<file path="src/rtl/note_period_sequencer.sv">
// Key-to-half-period selector for the square-wave voice: per-input debounce,
// last-note priority with fallback to held keys, octave shift, sample-aligned output.

module debounce_cell #(
  parameter int CYCLES = 12288
) (
  input  logic clk,
  input  logic rst,
  input  logic level,
  output logic state
);
  localparam int CW = (CYCLES > 1) ? $clog2(CYCLES) : 1;

  logic [CW-1:0] cnt;

  always_ff @(posedge clk) begin
    if (rst) begin
      state <= 1'b0;
      cnt   <= '0;
    end else if (level != state) begin
      if (cnt == CW'(CYCLES - 1)) begin
        state <= level;
        cnt   <= '0;
      end else begin
        cnt <= cnt + 1'b1;
      end
    end else begin
      cnt <= '0;
    end
  end
endmodule

module note_period_sequencer #(
  parameter int NUM_KEYS        = 12,
  parameter int PERIOD_W        = 10,
  parameter int DEBOUNCE_CYCLES = 12288,
  parameter int OCT_MAX         = 2
) (
  input  logic                clk,
  input  logic                rst,
  input  logic [NUM_KEYS-1:0] keys,
  input  logic                oct_up,
  input  logic                oct_down,
  input  logic                sample_tick,
  output logic [PERIOD_W-1:0] current_half_period,
  output logic                note_active,
  output logic signed [2:0]   octave,
  output logic                test_LED_R
);
  localparam int NUM_IN = NUM_KEYS + 2;
  localparam int IDX_W  = (NUM_KEYS > 1) ? $clog2(NUM_KEYS) : 1;
  localparam logic [31:0]       PMAX = (32'd1 << PERIOD_W) - 32'd1;
  localparam logic signed [2:0] OMAX = 3'(OCT_MAX);
  localparam logic signed [2:0] OMIN = -3'(OCT_MAX);

  typedef struct packed {
    logic             valid;
    logic [IDX_W-1:0] idx;
  } sel_t;

  logic [NUM_IN-1:0]   raw, db, db_d, rise;
  logic [NUM_KEYS-1:0] key_rise, key_fall, key_held;
  logic                up_edge, dn_edge;
  logic                rise_any, held_any;
  logic [IDX_W-1:0]    rise_idx, held_idx;
  sel_t                sel_q, sel_d;
  logic [2:0]          mag;
  logic [31:0]         base_w, shifted;
  logic [PERIOD_W-1:0] period_next;

  // Buttons ride along with the keys through the same debounce lanes.
  assign raw = {oct_down, oct_up, keys};

  for (genvar i = 0; i < NUM_IN; i++) begin : g_db
    debounce_cell #(.CYCLES(DEBOUNCE_CYCLES)) u_db (
      .clk   (clk),
      .rst   (rst),
      .level (raw[i]),
      .state (db[i])
    );
  end

  always_ff @(posedge clk) begin
    if (rst) db_d <= '0;
    else     db_d <= db;
  end

  assign rise     = db & ~db_d;
  assign key_rise = rise[NUM_KEYS-1:0];
  assign key_held = db[NUM_KEYS-1:0];
  assign key_fall = ~db[NUM_KEYS-1:0] & db_d[NUM_KEYS-1:0];
  assign up_edge  = rise[NUM_KEYS];
  assign dn_edge  = rise[NUM_KEYS+1];

  // Downward scan leaves the lowest set index in each result.
  always_comb begin
    rise_any = 1'b0;
    rise_idx = '0;
    held_any = 1'b0;
    held_idx = '0;
    for (int i = NUM_KEYS - 1; i >= 0; i--) begin
      if (key_rise[i]) begin
        rise_any = 1'b1;
        rise_idx = IDX_W'(i);
      end
      if (key_held[i]) begin
        held_any = 1'b1;
        held_idx = IDX_W'(i);
      end
    end
  end

  always_comb begin
    sel_d = sel_q;
    if (rise_any) begin
      sel_d.valid = 1'b1;
      sel_d.idx   = rise_idx;
    end else if (sel_q.valid && key_fall[sel_q.idx]) begin
      sel_d.valid = held_any;
      sel_d.idx   = held_any ? held_idx : '0;
    end
  end

  always_ff @(posedge clk) begin
    if (rst) begin
      sel_q  <= '0;
      octave <= '0;
    end else begin
      sel_q <= sel_d;
      if (up_edge && !dn_edge && octave < OMAX)
        octave <= octave + 3'sd1;
      else if (dn_edge && !up_edge && octave > OMIN)
        octave <= octave - 3'sd1;
    end
  end

  function automatic logic [6:0] base_of(input int k);
    logic [6:0] t;
    case (k % 12)
      0:       t = 7'd91;
      1:       t = 7'd86;
      2:       t = 7'd81;
      3:       t = 7'd76;
      4:       t = 7'd72;
      5:       t = 7'd68;
      6:       t = 7'd64;
      7:       t = 7'd60;
      8:       t = 7'd57;
      9:       t = 7'd54;
      10:      t = 7'd51;
      default: t = 7'd48;
    endcase
    return t >> (k / 12);
  endfunction

  // Downward shifts can overflow the output width; clamp at all-ones.
  always_comb begin
    mag     = octave[2] ? 3'(-octave) : 3'(octave);
    base_w  = {25'd0, base_of(int'(sel_q.idx))};
    shifted = octave[2] ? (base_w << mag) : (base_w >> mag);
    if (!sel_q.valid)
      period_next = '0;
    else if (shifted > PMAX)
      period_next = PMAX[PERIOD_W-1:0];
    else
      period_next = shifted[PERIOD_W-1:0];
  end

  always_ff @(posedge clk) begin
    if (rst) begin
      current_half_period <= '0;
      note_active         <= 1'b0;
      test_LED_R          <= 1'b1;
    end else if (sample_tick) begin
      current_half_period <= period_next;
      note_active         <= (period_next != '0);
      test_LED_R          <= (period_next == '0);
    end
  end
endmodule

</file>
<file path="config.mk">
export PLATFORM = sky130hd
export DESIGN_NAME = note_period_sequencer
export DESIGN_NICKNAME = d
export VERILOG_FILES = /design/src/rtl/note_period_sequencer.sv
export SDC_FILE = /design/constraint.sdc
export NUM_CORES = 1
export LEC_CHECK = 0
export BUFFER_PORTS_ARGS = -buffer_cell sky130_fd_sc_hd__buf_2
export CAP_MARGIN = 0
export CORE_ASPECT_RATIO = 0.7
export CORE_MARGIN = 2
export CORE_UTILIZATION = 50
export CTS_BUF_LIST = sky130_fd_sc_hd__clkbuf_8
export DETAILED_ROUTE_END_ITERATION = 10
export GPL_ROUTABILITY_DRIVEN = 0
export MAX_ROUTING_LAYER = met4
export PLACE_DENSITY = 0.7
export SLEW_MARGIN = 20
export SYNTH_ARGS = -nofsm -noshare
export SYNTH_HDL_FRONTEND = slang
export SYNTH_SLANG_ARGS = --single-unit
</file>
<file path="constraint.sdc">
create_clock -name clk -period 8.5 [get_ports clk]
set_input_delay 1.7 -clock clk [delete_from_list [all_inputs] [get_ports clk]]
set_output_delay 1.7 -clock clk [all_outputs]
set_load 0.02 [all_outputs]
</file>
==> flow_summary.yaml <==
run_status:
  outcome: "finished clean"
cells_and_area:
  multiInputGateArea_um2: 5942
  regArea_um2: 4885
  num-fill-cells: 1948
  post-route-util_pct: 56.29
  final_nets: 1400
  drive_gt1_share_pct: 7.570
  area_delta_synth_final_pct: 9.574
  design_area_um2: 12330
  diodes: 0
  fin_cells: 1669
route:
  vias: 8573
  dr.pass1.iters: 6
  avgRoutedWirePerCell_um: 12.55
  drt_iter0_drc: 594
  antenna_left: 0
  drcViolationCount: 0
  vias_per_cell: 5.137
  wl_um: 20950
yosys:
  synth.yosys.seq_area_share_pct: 43.41
  syn_area_um2: 11250
  synth_edf_count: 0
  synth_warnings: 0
  synth_top_area_share_pct: 43.41
  synth_most_common_cell: "nor2_1"
  syn_nets: 1383
  yosysTopAreaCell: "dfxtp_1"
  synth_cell_type_count: 70
  syn_avg_cell_area_um2: 8.378
  synth_area_leaders: "dfxtp_1 (43%), nor2_1 (10%), xnor2_1 (7.4%)"
  syn_inst: 1343
  synthTopCellsByCount: "nor2_1 (312), dfxtp_1 (244), nand2_1 (95), xnor2_1 (95), xor2_1 (87)"
  async_flop_share_pct: 0
  synth-seq-cells: 244
  ys.flop_type: "dfxtp_1"
cts:
  hold_buffers: 0
  insertion_delay_ps: 550
  clockRootBuffer: "clkbuf_8"
  cts_tree: "done"
  cts.sinks: 244
  postCtsSetupBuffers: 0
  cts_buffer_depth: 3
  post_cts_resized: 0
  cts_htree_levels: 2
  clkTransAtPathRegs_ps: 60
  numCtsBuffers: 38
floorplanning:
  design.core.area_um2: 21900
  ios: 32
  die_h_um: 129.5
  dieArea_um2: 23740
  start_util_pct: 51.37
  die_w_um: 183.3
  num_rows: 45
job:
  drv_cap: 0
grt:
  grt_max_degree: 62
  grt_use_total_pct: 18.82
  antenna_found_initial: 0
  grt-ovfl-total: 0
  grt_pass1_vias: 7895
  grt_pass1_wl_um: 36360
setup_path:
  setup.worst_path.class: "reg2reg"
  start_kind: "register"
  endpoint_kind: "register"
  cp.arrival_ps: 4520
  slowest_stage: "dfxtp_1"
  slowest_delay_ps: 1000
  r2r_setup_slack_ps: 4400
  crit_chain: "inv_1 > ha_1 > mux2i_1 > a31oi_1 > o21ai_0 > nand2_1 > o21ba_2 > a21o_1 > nor4_2 > o32ai_1"
  worstPathBufferInverterCount: 1
  crit_required_ps: 8910
  critical_path.top_delay_family: "flip-flops"
  crit_path_max_fanout: 29
power:
  powerDensity_nw_per_um2: 178.5
  finalPower_mw: 2.201
  leakage_nw: 4.459
  peakVddDrop_mv: 0.1107
min_path:
  min_path_type: "reg2reg"
sta:
  fmax_mhz: 243.7
  hold_ws_ps: 448.8
  finalWorstSetupSlack_ps: 4396
  tns_ps: 0
  worst_pin_slew_ps: 1040
  finalMaxSlewViolations: 0
  rsz0062_at_grt: "false"
  hold_viol_final: 0
  fin_crit_ps: 4104
  slew_headroom_pct: 30.55
  skew_ps: 17.30
  finalSetupViolCount: 0
  period_share_pct: 48.28
placed_design:
  dp_cells: 1602
  place_hpwl_um: 14150
  place_area_um2: 11540
  place_ws_ps: 4508
  port_buffers: 31
## layout make-up
| type | count | share of cell area (%) |
|---|---|---|
| clock buffers | 52 | 5.805 |
| clock inverters | 15 | 0.5886 |
| inverters | 53 | 1.614 |
| multi-input cells | 991 | 48.19 |
| flip-flops and latches | 244 | 39.62 |
| well taps | 282 | 2.862 |
| repair buffers | 32 | 1.319 |
## worst paths after layout
kind                                   from                             end  cells after the start
min          g_db[1].u_db.cnt[0]$_SDFF_PP0_  g_db[1].u_db.cnt[0]$_SDFF_PP0_                      1
max reg2reg          octave[0]$_SDFFE_PP0P_        note_active$_SDFFE_PP0P_                     10
max                  octave[0]$_SDFFE_PP0P_        note_active$_SDFFE_PP0P_                     10
min reg2reg  g_db[1].u_db.cnt[0]$_SDFF_PP0_  g_db[1].u_db.cnt[0]$_SDFF_PP0_                      1
## logic make-up (layout without fill, tap and decap cells)
family                   count (synthesis)  in the layout  share of synthesized area [%]
multiplexers                            24             24                          2.368
flip-flops                             244            244                          43.41
AND/OR/NAND/NOR                        636            636                          25.94
XOR/XNOR                               182            182                          14.17
adder cells (fa/ha/maj)                 23             23                          2.624
AO/OA/AOI/OAI                          126            126                          7.706
buffers and inverters                  108            152                          3.781
## routing by layer
metal,share of wire [%],global-route usage (%)
met5,0,-
met4,1.7,5.600
met3,5.8,4.441
met2,41,27.76
met1,52,25.70
## flip-flops by register name (all words and copies together), names as in the netlist
register,count
test_LED_R,1
octave,3
sel_q,5
db_d,14
current_half_period,10
g_db.u_db.cnt,196
note_active,1
g_db.u_db.state,14
## report_power, final
group	switching, mW	internal [mW]	leakage, nW
clock network	0.455	0.546	0.444
logic	0.0298	0.0129	2.05
registers	0.00634	1.15	1.97
total	0.491	1.71	4.46
## cell usage in the layout (no fill, tap or decap), types with 14 or more instances in the layout
master | netlist | final
xor2_1 | 87 | 87
nand4_1 | 24 | 24
inv_1 | 51 | 60
xnor2_1 | 95 | 95
mux2i_1 | 21 | 21
nand3_1 | 73 | 73
ha_1 | 22 | 22
dfxtp_1 | 244 | 244
nor2_1 | 312 | 312
buf_2 | 4 | 31
a21oi_1 | 34 | 34
nand2_1 | 95 | 95
clkbuf_8 | 0 | 52
nor2b_1 | 16 | 16
or3_1 | 17 | 17
nand2b_1 | 14 | 14
o21ai_0 | 20 | 20
and3_1 | 38 | 38
No activity file was read; power rests on OpenSTA's default activity.
